**config.mk**
```make
export PLATFORM = sky130hd
export DESIGN_NAME = ps2_kbd_rx
export DESIGN_NICKNAME = d
export VERILOG_FILES = /design/src/rtl/ps2_kbd_rx.sv
export SDC_FILE = /design/constraint.sdc
export NUM_CORES = 1
export LEC_CHECK = 0
export BUFFER_PORTS_ARGS = -buffer_cell sky130_fd_sc_hd__buf_2
export CORE_UTILIZATION = 55
export CTS_CLUSTER_DIAMETER = 120
export CTS_CLUSTER_SIZE = 10
export DETAILED_ROUTE_END_ITERATION = 10
export GPL_TIMING_DRIVEN = 0
export PLACE_DENSITY = 0.78
export SLEW_MARGIN = 5
export SYNTH_ARGS = -nofsm -noshare
export SYNTH_HDL_FRONTEND = slang
export SYNTH_SLANG_ARGS = --single-unit
export TNS_END_PERCENT = 30
```
**constraint.sdc**
```tcl
create_clock -name CLK -period 4.9 [get_ports CLK]
set_input_delay 0.245 -clock CLK [delete_from_list [all_inputs] [get_ports CLK]]
set_output_delay 0.245 -clock CLK [all_outputs]
set_load 0.005 [all_outputs]
```
**src/rtl/ps2_kbd_rx.sv**
```systemverilog
// ps2_kbd_rx: PS/2 keyboard receiver (sync, clock deglitch, 11-bit frame decode, E0/F0 prefix folding); optional watchdog via PS2_RX_TIMEOUT_EN
module ps2_kbd_rx #(
  parameter int FILTER_LEN  = 8,
  parameter int TIMEOUT_CYC = 50000
) (
  input  logic       CLK,
  input  logic       RST_N,
  input  logic       PS2_CLK,
  input  logic       PS2_DATA,
  output logic [7:0] CODE,
  output logic       BREAK,
  output logic       EXTEND,
  output logic       VALID,
  output logic       PERR,
  output logic       BUSY
);
  localparam int FW = $clog2(FILTER_LEN);
  typedef enum logic [1:0] {S_IDLE, S_DATA, S_PAR, S_STOP} state_t;
  state_t r_state, w_next;
  logic [1:0]    r_clk_s, r_dat_s;
  logic          r_clk_f, r_clk_fd;
  logic [FW-1:0] r_fcnt;
  logic [7:0]    r_shift, r_code;
  logic [2:0]    r_bitcnt;
  logic          r_par, r_brk, r_ext, r_break, r_extend, r_valid, r_perr;
  logic          w_sample, w_dat, w_timeout, w_busy, w_end, w_good;
  assign w_sample = r_clk_fd & ~r_clk_f;
  assign w_dat    = r_dat_s[1];
  assign CODE     = r_code;
  assign BREAK    = r_break;
  assign EXTEND   = r_extend;
  assign VALID    = r_valid;
  assign PERR     = r_perr;
  assign BUSY     = w_busy;
  // synchronise both pins and let the clock level change only after FILTER_LEN agreeing samples
  always_ff @(posedge CLK or negedge RST_N) begin
    if (!RST_N) begin
      r_clk_s  <= 2'b11;
      r_dat_s  <= 2'b11;
      r_clk_f  <= 1'b1;
      r_clk_fd <= 1'b1;
      r_fcnt   <= '0;
    end else begin
      r_clk_s  <= {r_clk_s[0], PS2_CLK};
      r_dat_s  <= {r_dat_s[0], PS2_DATA};
      r_clk_fd <= r_clk_f;
      if (r_clk_s[1] == r_clk_f) r_fcnt <= '0;
      else if (r_fcnt == FW'(FILTER_LEN - 1)) begin
        r_clk_f <= ~r_clk_f;
        r_fcnt  <= '0;
      end else r_fcnt <= r_fcnt + 1'b1;
    end
  end
`ifdef PS2_RX_TIMEOUT_EN
  localparam int TW = $clog2(TIMEOUT_CYC + 1);
  logic [TW-1:0] r_to_cnt;
  assign w_timeout = w_busy && !w_sample && r_to_cnt == TW'(TIMEOUT_CYC - 1);
  // watchdog: counts idle cycles between sample events while a frame is open
  always_ff @(posedge CLK or negedge RST_N) begin
    if (!RST_N) r_to_cnt <= '0;
    else r_to_cnt <= (!w_busy || w_sample || w_timeout) ? '0 : r_to_cnt + 1'b1;
  end
`else
  assign w_timeout = 1'b0 && (TIMEOUT_CYC > 0);
`endif
  // state register
  always_ff @(posedge CLK or negedge RST_N) begin
    if (!RST_N) r_state <= S_IDLE;
    else r_state <= w_next;
  end
  // next state: advance only on sample events; the watchdog overrides
  always_comb begin
    w_next = w_timeout ? S_IDLE :
             !w_sample ? r_state :
             r_state == S_IDLE ? (w_dat ? S_IDLE : S_DATA) :
             r_state == S_DATA ? (r_bitcnt == 3'd7 ? S_PAR : S_DATA) :
             r_state == S_PAR  ? S_STOP : S_IDLE;
  end
  // frame status decoded from the state
  always_comb begin
    w_busy = r_state != S_IDLE;
    w_end  = w_sample && r_state == S_STOP;
    w_good = w_dat && (^{r_shift, r_par});
  end
  // datapath: deserialise, fold prefixes into flags, issue strobes
  always_ff @(posedge CLK or negedge RST_N) begin
    if (!RST_N) begin
      r_shift  <= '0;
      r_bitcnt <= '0;
      r_par    <= 1'b0;
      r_brk    <= 1'b0;
      r_ext    <= 1'b0;
      r_code   <= '0;
      r_break  <= 1'b0;
      r_extend <= 1'b0;
      r_valid  <= 1'b0;
      r_perr   <= 1'b0;
    end else begin
      r_valid <= w_end && w_good && r_shift != 8'hE0 && r_shift != 8'hF0;
      r_perr  <= (w_end && !w_good) || w_timeout;
      if (w_sample && r_state == S_IDLE) r_bitcnt <= '0;
      if (w_sample && r_state == S_DATA) begin
        r_shift  <= {w_dat, r_shift[7:1]};
        r_bitcnt <= r_bitcnt + 1'b1;
      end
      if (w_sample && r_state == S_PAR) r_par <= w_dat;
      if (w_timeout || (w_end && !w_good)) begin
        r_brk <= 1'b0;
        r_ext <= 1'b0;
      end else if (w_end) begin
        if (r_shift == 8'hE0) r_ext <= 1'b1;
        else if (r_shift == 8'hF0) r_brk <= 1'b1;
        else begin
          r_code   <= r_shift;
          r_break  <= r_brk;
          r_extend <= r_ext;
          r_brk    <= 1'b0;
          r_ext    <= 1'b0;
        end
      end
    end
  end
endmodule

```
==> results of run 1 <==
## report_power, final
group          leakage, nW  internal, mW  switching [mW]  total [mW]
clock network       0.0326        0.0707          0.0897       0.160
registers            0.490         0.346          0.0282       0.375
logic                0.404        0.0650          0.0703       0.135
total                0.926         0.482           0.188       0.670
## flip-flops by register name (all words and copies together), names as in the netlist
| signal | count |
|---|---|
| PERR | 1 |
| EXTEND | 1 |
| r_dat_s | 2 |
| r_clk_fd | 1 |
| r_bitcnt | 3 |
| r_par | 1 |
| r_brk | 1 |
| r_ext | 1 |
| r_state | 2 |
| r_fcnt | 3 |
| VALID | 1 |
| CODE | 8 |
| r_shift | 8 |
| r_clk_f | 1 |
| BREAK | 1 |
| r_clk_s | 2 |
## worst register-to-register path, delay by kind of cell, from the launching register on
kind,cells,cell delay [ps]
compound gates,1,440
mux,2,580
flops,1,340
buf+inv,2,510
simple gates,1,270
## cell families (layout without fill, tap and decap cells)
family	count (synthesis)	after routing	synth area share
simple gates	31	31	0.109
xor+xnor	7	7	0.0571
fa+ha+maj	4	4	0.0317
buf+inv	4	31	0.0143
compound gates	11	11	0.0475
flops	37	37	0.591
mux	21	21	0.149
## what timing repair did
item / CTS / global route
hold buffers: 3 / 0
hold endpoints to repair: 12 / 0
endpoints found under the setup margin: 0 / 0
## cell usage after synthesis (all sizes together) (2+ instances only)
cell | n | share of area
o31ai | 3 | 0.014
ha | 4 | 0.032
clkbuf | 2 | 0.0048
nand2 | 8 | 0.019
nand3b | 2 | 0.0095
mux2 | 20 | 0.14
nand4b | 2 | 0.011
xnor2 | 3 | 0.017
and2 | 2 | 0.0079
nor2 | 6 | 0.014
nand3 | 3 | 0.0095
xor2 | 2 | 0.011
xnor3 | 2 | 0.029
nor3b | 2 | 0.0095
and4b | 2 | 0.013
dfstp | 6 | 0.10
o21ai | 4 | 0.013
dfrtp | 31 | 0.49
## metal layers
layer  up-vias  routed length [um]
met5         -                   0
met4         0                  46
met3         6                 114
met2        21                1260
met1       455                1130
li1        464                   -
## path summary, 6_finish.rpt
check / cells after the start / end / start
worst max-delay path: 6 / CODE[1] / r_state[0]
worst min-delay path: 0 / r_dat_s[1] / r_dat_s[0]
worst max register to register: 6 / CODE[1] / r_state[0]
worst min register to register: 0 / r_dat_s[1] / r_dat_s[0]
max in group asynchronous: 2 / r_fcnt[1] / RST_N
min in group asynchronous: 2 / PERR / RST_N
## layout make-up
type	instances	area, um2	area share
flip-flops and latches	37	933	0.522
plain buffers	3	18.8	0.0105
well taps	31	38.8	0.0217
clock buffers	8	58.8	0.0329
repair buffers	19	110	0.0616
multi-input cells	74	623	0.349
inverters	1	3.75	0.00210
## per-stage QoR
stage          utilization  area (um2)  power (mW)  hold slack, ps  worst slack [ps]
6_report             0.654        1790       0.670             364              2630
5_1_grt              0.654        1790       0.714             372              2520
4_1_cts              0.654        1790       0.679             368              2650
3_5_place_dp         0.621        1700       0.512             352              2680
3_3_place_gp         0.621        1700       0.497             346              2750
2_1_floorplan            -        1580       0.472           -50.6              2930
==> results.md, run 1 <==
| Quantity | Reported |
| --- | --- |
| CTS sink cnt | 37 |
| P_leak | 0.926 nW |
| Summed instance area of the synthesized netlist | 1580 um2 |
| Number of setup violations in the final report | 0 |
| Setup TNS Final | 0 ps |
| Pin slew with the least headroom to its limit | 785 ps |
| Fraction of layout cells with a size suffix above 1 | 0.366 |
| Critical path arrival | 2490 ps |
| Outcome | complete, no violations |
| Grt met1 use | 0.233 |
| Initial Utilization | 0.578 |
| Maximum fanout count along the critical path | 10 |
| Final critical-path required period | 2270 ps |
| Number of cells after detailed placement | 162 |
| Primary flip-flop cell chosen by synthesis mapping | sky130_fd_sc_hd__dfrtp_1 |
| Area Growth Syn to Fin | 13.2% |
| Vias per cell | 5.47 |
| Hold violation total from the final report | 0 |
| Total of max-cap violations | 0 |
| Power per cell area | 375 nW/um2 |
| Buffer and inverter count on the worst path | 2 |
| Combined global-route utilization of all metal layers | 0.193 |
| Critical path data required time | 5120 ps |
| RSZ-0062 raised after global routing | no |
| Later-pin clock latency in the skew report | 340 ps |
| Post-CTS setup-driven buffer insertion count | 0 |
| Async set-or-reset flop fraction in the synthesized netlist | 1.00 |
| Achievable frequency | 441 MHz |
| First-pass detailed-route iteration total | 6 |
| Buffer cell driving the clock tree root | sky130_fd_sc_hd__clkbuf_4 |
| Sequential fraction of the synthesis area | 0.591 |
| Ports placed on the boundary | 17 |
| Width of the die | 55.6 um |
| Warnings from Yosys | 0 |
| Routability cong. | 0.700 |
| Vertical extent of the die | 55.6 um |
| Max-slew headroom at the worst pin | 0.476 |
| Final clock period utilization by the worst path | 0.463 |
| Fin. max-slew vios | 0 |
| Synthesized net count | 123 |
| Most frequent standard cell in the layout excluding fill and tap cells | sky130_fd_sc_hd__dfrtp_1 |
| Clock buffers created by TritonCTS | 5 |
| CP endpoint kind | flip-flop |
| Number of diodes added for antenna fixing | 0 |
| Count of flip-flops with a built-in enable after synthesis | 0 |
| Path category of the worst min-delay check | flip-flop to flip-flop |
| WL final | 2550 um |
| Launching element type of the critical path | flip-flop |
| Port bufs | 16 |
| Gate family responsible for the most delay along the worst path | multiplexers |
| Met2 Use GR | 0.306 |
| GRT busiest layer | met2 |
| WS Path Type | flip-flop to flip-flop |
| First-pass GRT wire length | 4360 um |
| Vias in the first global route | 939 |
| Hpwl dp | 1770 um |
| Met3 track demand over resource in global routing | 0.0767 |
| CORE AREA | 2730 um2 |
| Most frequent cells in the layout | 31 x sky130_fd_sc_hd__dfrtp_1, 20 x sky130_fd_sc_hd__mux2_2, 16 x sky130_fd_sc_hd__buf_2, 8 x sky130_fd_sc_hd__nand2_1 |
| # fillers | 194 |
| Number of DRC violations after detailed-routing iteration 0 | 15 |
| Max H-tree Level | 2 |
| Cell variety after synth | 30 |
| Number of synthesized register bits | 37 |
| Max stage delay cell, worst path | sky130_fd_sc_hd__a2111o_1 |
| Drt drc | 0 |
| Total grt overflow | 0 |
| Final worst clock skew | 10.4 ps |
| Standard-cell rows | 19 |
| Number of standard cells after synthesis | 115 |
| Worst path max stage delay | 440 ps |
| Detailed-route via count | 946 |
| Die outline area | 3090 um2 |
| Number of instances resized during post-cts repair | 0 |
| CTS Buffer Depth | 2 |
| Number of nets in the layout | 149 |
| Max VDD drop | 0.319 mV |
| Non-Filler Instances | 173 |
| Clock tree from TritonCTS | built |
| Critical-path cell list | clkbuf_1 > nand4b_1 > a2111o_1 > mux2i_1 > buf_6 > mux2_2 |
| Routed wirelength normalized by instance count | 14.7 um |
| Post-synthesis average cell area | 13.7 um2 |
| Clock transition at path regs | 100 ps |
| Pin count of the biggest net entering global routing | 38 |
| Number of nets with antenna violations after routing | 0 |
| Reg-to-reg setup timing slack | 2630 ps |
| Initial antenna violation count | 0 |
Power figures use the tool's default switching activity.
==> run 2, diff against run 1 <==
- clock period: 4.9 -> 2.2 ns (I/O delays scaled with it)
==> run 2 against run 1 <==
Compared with the run above:
- setup slack lost 2600 ps
- critical path depth shrank 1
- sequential power grew 130%
- highest routed layer unchanged
- largest cell class unchanged
- global-route usage is the same
- clock power grew 120%
- routed wire length grew 1.3%
- critical path type unchanged
- sequential share of layout area is essentially flat
- clock-buffer cell count is the same
- hold slack is essentially flat
- final area is essentially flat
- die area is the same
==> results.md, run 2 (synthesized netlist as in run 1, its figures left out) <==
| Quantity | Reported |
| --- | --- |
| Final critical-path required period | 2120 ps |
| Number of DRC violations after detailed-routing iteration 0 | 25 |
| Total grt overflow | 0 |
| Initial antenna violation count | 0 |
| Buffer and inverter count on the worst path | 1 |
| R2R cell count | 5 |
| Critical path arrival | 2350 ps |
| Power per cell area | 837 nW/um2 |
| Crit. path cell count | 5 |
| Power Internal | 1.07 mW |
| Worst path max stage delay | 480 ps |
| Launching element type of the critical path | flip-flop |
| Clock buffers created by TritonCTS | 5 |
| Combined global-route utilization of all metal layers | 0.193 |
| Fraction of power consumed by the clock network | 0.240 |
| Max VDD drop | 0.706 mV |
| Drt drc | 0 |
| Maximum fanout count along the critical path | 10 |
| Ports placed on the boundary | 17 |
| Initial Utilization | 0.578 |
| Area Growth Syn to Fin | 13.2% |
| Detailed-route via count | 972 |
| P_leak | 0.921 nW |
| Setup TNS Final | 0 ps |
| CTS Buffer Depth | 2 |
| Later-pin clock latency in the skew report | 340 ps |
| Non-Filler Instances | 172 |
| Max-slew headroom at the worst pin | 0.478 |
| # fillers | 194 |
| Crit Reg-Reg Startpoint | r_shift[0] |
| Routed wirelength normalized by instance count | 15.0 um |
| Pin slew with the least headroom to its limit | 780 ps |
| Hpwl dp | 1770 um |
| Number of setup violations in the final report | 0 |
| Final clock period utilization by the worst path | 0.965 |
| Critical-path cell list | xnor3_2 > a2111o_1 > mux2i_2 > buf_6 > mux2_2 |
| WS Path Type | flip-flop to flip-flop |
| Worst setup path end | CODE[1] |
| Gate family responsible for the most delay along the worst path | multiplexers |
| Critical path data required time | 2420 ps |
| Vertical extent of the die | 55.6 um |
| Final worst clock skew | 10.7 ps |
| Placed cell areas | 1700 um2 |
| Hold violation total from the final report | 0 |
| CP endpoint kind | flip-flop |
| Achievable frequency | 471 MHz |
| First-pass detailed-route iteration total | 4 |
| Clock transition at path regs | 90 ps |
| Standard-cell rows | 19 |
| Number of diodes added for antenna fixing | 0 |
| Number of nets with antenna violations after routing | 0 |
| Cell area after layout | 1790 um2 |
| Switching power of the nets | 424 uW |
| Fraction of layout cells with a size suffix above 1 | 0.383 |
| R2R Path End | CODE[1] |
| Most frequent standard cell in the layout excluding fill and tap cells | sky130_fd_sc_hd__dfrtp_1 |
| WL final | 2580 um |
| Clock tree from TritonCTS | built |
| Area of all sequential standard cells | 933 um2 |
| Vias in the first global route | 937 |
| CORE AREA | 2730 um2 |
| Combinational group share of total power | 0.188 |
| Pin count of the biggest net entering global routing | 38 |
| Proportion of total power due to net switching | 0.284 |
| Buffer cell driving the clock tree root | sky130_fd_sc_hd__clkbuf_4 |
| Reg-to-reg setup timing slack | 80 ps |
| Number of cells after detailed placement | 162 |
| Total area of multi-input combinational cells | 628 um2 |
| Vias per cell | 5.65 |
| Fin. max-slew vios | 0 |
| Routability cong. | 0.700 |
| Max stage delay cell, worst path | sky130_fd_sc_hd__xnor3_2 |
| CTS sink cnt | 37 |
| Port bufs | 16 |
| Sequential fraction of design power | 0.572 |
| Width of the die | 55.6 um |
| Outcome | complete, no violations |
| Most frequent cells in the layout | 31 x sky130_fd_sc_hd__dfrtp_1, 20 x sky130_fd_sc_hd__mux2_2, 16 x sky130_fd_sc_hd__buf_2, 8 x sky130_fd_sc_hd__nand2_1 |
| Source of the critical timing path | r_shift[0] |
| First-pass GRT wire length | 4360 um |
| RSZ-0062 raised after global routing | no |
| Total of max-cap violations | 0 |
| Number of nets in the layout | 148 |
| Die outline area | 3090 um2 |
| Max H-tree Level | 2 |
| Path category of the worst min-delay check | flip-flop to flip-flop |
| Post-CTS setup-driven buffer insertion count | 0 |
==> run 2: worst min-delay path by stage <==
stage,endpoint,slack (ps),startpoint,cells past startpoint
after global placement,r_dat_s[0],210,PS2_DATA,1
final,r_clk_s[1],360,r_clk_s[0],0
after global routing,r_clk_s[1],370,r_clk_s[0],0
after CTS,r_dat_s[1],370,r_dat_s[0],0
after floorplan,BREAK,-190,RST_N,0
after detailed placement,r_clk_s[0],220,PS2_CLK,1
==> run 2: timing repair <==
item                                   CTS  global route
cloned                                   0             0
setup endpoints to repair                9             9
pin swaps                                0             0
resized for setup                        0             2
hold buffers                             3             0
endpoints found under the hold margin   33             0
==> run 2: power groups by stage <==
stage	Clock, mW	Combinational (mW)	Sequential [mW]
6_report	0.359	0.281	0.857
5_1_grt	0.404	0.313	0.870
4_1_cts	0.374	0.277	0.856
3_5_place_dp	0	0.292	0.848
3_3_place_gp	0	0.269	0.838
2_1_floorplan	0	0.223	0.829
==> run 2: layout make-up <==
cell class,count,area share
Sequential cell,37,0.522
Tap cell,31,0.0217
Buffer,2,0.00840
Clock buffer,8,0.0329
Multi-Input combinational cell,74,0.351
Inverter,1,0.00210
Timing Repair Buffer,19,0.0616
==> run 2: metrics by stage <==
| stage | power (mW) | hold WS [ps] | utilization | setup slack (ps) |
|---|---|---|---|---|
| after floorplan | 1.05 | -186 | - | 232 |
| after global placement | 1.11 | 215 | 0.621 | 49.5 |
| after detailed placement | 1.14 | 217 | 0.621 | -22.9 |
| after CTS | 1.51 | 368 | 0.652 | 41.3 |
| after global routing | 1.59 | 372 | 0.654 | 9.31 |
| final | 1.50 | 364 | 0.654 | 76.7 |
==> run 2: metal layers <==
layer	share of wire	vias to the layer above	track usage
li1	-	459	-
met1	0.42	480	0.233
met2	0.51	27	0.306
met3	0.044	6	0.0767
met4	0.018	0	0.0857
met5	0	-	0
==> run 3, diff against run 2 <==
- CELL_PAD_IN_SITES_DETAIL_PLACEMENT: not set -> 1
- CELL_PAD_IN_SITES_GLOBAL_PLACEMENT: not set -> 1
- CORE_UTILIZATION: 55 -> 47
- PLACE_DENSITY: 0.78 -> 0.81
==> run 3 against run 2 <==
Compared with the run above:
- global-route usage shrank 0.76 points
- maximum frequency grew 0.16%
- critical endpoint is now EXTEND
- clock-buffer cell count is 1 lower
- non-clock buffer count grew 1
- largest power group unchanged
- critical path type unchanged
==> results.md, run 3 (synthesized netlist as in run 1, its figures left out) <==
| Quantity | Reported |
| --- | --- |
| Outcome | complete, no violations |
| Number of diodes added for antenna fixing | 0 |
| Routability cong. | 0.651 |
| Die outline area | 3600 um2 |
| Vias per cell | 5.23 |
| Critical path data required time | 2420 ps |
| Number of setup violations in the final report | 0 |
| Hold violation total from the final report | 0 |
| Achievable frequency | 472 MHz |
| Hold slack final | 363 ps |
| Pin slew with the least headroom to its limit | 802 ps |
| Width of the die | 60.0 um |
| RSZ-0062 raised after global routing | no |
| Area Growth Syn to Fin | 15.5% |
| Clock transition at path regs | 100 ps |
| Max-slew headroom at the worst pin | 0.465 |
| WL final | 2780 um |
| Maximum fanout count along the critical path | 10 |
| Number of DRC violations after detailed-routing iteration 0 | 33 |
| Vertical extent of the die | 60.0 um |
| Clock tree from TritonCTS | built |
| Worst path max stage delay | 470 ps |
| Total area of multi-input combinational cells | 628 um2 |
| CP endpoint kind | flip-flop |
| Max H-tree Level | 2 |
| Gate family responsible for the most delay along the worst path | multiplexers |
| Path category of the worst min-delay check | flip-flop to flip-flop |
| Combined global-route utilization of all metal layers | 0.185 |
| Routed wirelength normalized by instance count | 14.9 um |
| Final worst clock skew | 10.4 ps |
| Number of nets with antenna violations after routing | 0 |
| Clock buffers created by TritonCTS | 5 |
| Vias in the first global route | 1,004 |
| Hpwl dp | 1940 um |
| Most frequent standard cell in the layout excluding fill and tap cells | sky130_fd_sc_hd__dfrtp_1 |
| Final Power | 1.53 mW |
| Final critical-path required period | 2120 ps |
| Total grt overflow | 0 |
| # fillers | 320 |
| First-pass GRT wire length | 4700 um |
| Number of nets in the layout | 149 |
| Fin. max-slew vios | 0 |
| Critical-path cell list | xnor3_2 > a2111o_1 > mux2i_2 > buf_6 > mux2_2 |
| P_leak | 0.935 nW |
| Max stage delay cell, worst path | sky130_fd_sc_hd__xnor3_2 |
| Setup TNS Final | 0 ps |
| Standard-cell rows | 20 |
| Fraction of layout cells with a size suffix above 1 | 0.401 |
| First-pass detailed-route iteration total | 2 |
| CORE AREA | 3130 um2 |
| Power per cell area | 838 nW/um2 |
| Ports placed on the boundary | 17 |
| Port bufs | 16 |
| Area of all sequential standard cells | 933 um2 |
| Buffer and inverter count on the worst path | 1 |
| WS Path Type | flip-flop to flip-flop |
| Most frequent cells in the layout | 31 x sky130_fd_sc_hd__dfrtp_1, 20 x sky130_fd_sc_hd__mux2_2, 16 x sky130_fd_sc_hd__buf_2, 8 x sky130_fd_sc_hd__nand2_1 |
| Critical path arrival | 2340 ps |
| Final clock period utilization by the worst path | 0.964 |
| Detailed-route via count | 973 |
| Pin count of the biggest net entering global routing | 38 |
| Launching element type of the critical path | flip-flop |
| Total of max-cap violations | 0 |
| Buffer cell driving the clock tree root | sky130_fd_sc_hd__clkbuf_4 |
| Drt drc | 0 |
| CTS Buffer Depth | 2 |
| Max VDD drop | 0.594 mV |
| Initial antenna violation count | 0 |
| Later-pin clock latency in the skew report | 330 ps |
| CTS sink cnt | 37 |
| Initial Utilization | 0.505 |
run 3: cell types whose count changed in the layout (fill, tap and decap cells not counted):
| cell | before | now |
|---|---|---|
| sky130_fd_sc_hd__clkinv_2 | 0 | 1 |
| sky130_fd_sc_hd__clkbuf_1 | 3 | 1 |
| sky130_fd_sc_hd__clkbuf_8 | 1 | 2 |
| sky130_fd_sc_hd__buf_4 | 0 | 1 |
run 3: cell type report:
class | instances | share of cell area
tap | 44 | 0.0302
buffer | 2 | 0.00824
timing repair buffer | 20 | 0.0645
inverter | 1 | 0.00206
clock buffer | 7 | 0.0357
multi-input combinational | 74 | 0.345
sequential | 37 | 0.512
clock inverter | 1 | 0.00275
run 3: per-stage QoR:
stage	util	instances	worst slack [ps]	area, um2
3_3_place_gp	0.548	175	33.2	1710
6_report	0.583	186	80.1	1820
5_1_grt	0.583	186	22.5	1820
3_5_place_dp	0.548	175	-24.4	1710
2_1_floorplan	-	115	232	1580
4_1_cts	0.579	185	20.2	1810
run 3: worst register-to-register path: stages, from the launching register on:
cell and delay [ps]:
sky130_fd_sc_hd__dfrtp_1 400, sky130_fd_sc_hd__xnor3_2 470, sky130_fd_sc_hd__a2111o_1 370, sky130_fd_sc_hd__mux2i_2 220, sky130_fd_sc_hd__buf_6 200, sky130_fd_sc_hd__mux2_2 350
run 3: power by group:
group,switching [mW],internal (mW)
clock,0.208,0.185
sequential,0.0886,0.771
combinational,0.131,0.142
total,0.428,1.10
run 3: worst paths after layout:
| kind | end | slack [ps] | cells past startpoint | start |
|---|---|---|---|---|
| max | EXTEND | 80 | 5 | r_shift[0] |
| min | r_dat_s[1] | 360 | 0 | r_dat_s[0] |
| max reg2reg | EXTEND | 80 | 5 | r_shift[0] |
| min reg2reg | r_dat_s[1] | 360 | 0 | r_dat_s[0] |
| max in group asynchronous | r_shift[6] | 1300 | 2 | RST_N |
| min in group asynchronous | r_bitcnt[2] | 390 | 2 | RST_N |
run 3: timing repair:
action	4_1_cts	5_1_grt
endpoints found under the hold margin	33	0
resized for setup	0	2
endpoints found under the setup margin	9	9
setup buffers	0	1
hold buffers	3	0
run 3: routing by layer:
metal,GRT usage,share of wire
met5,0,0
met3,0.0649,0.039
met1,0.236,0.45
met2,0.290,0.51
met4,0.0698,0.0068
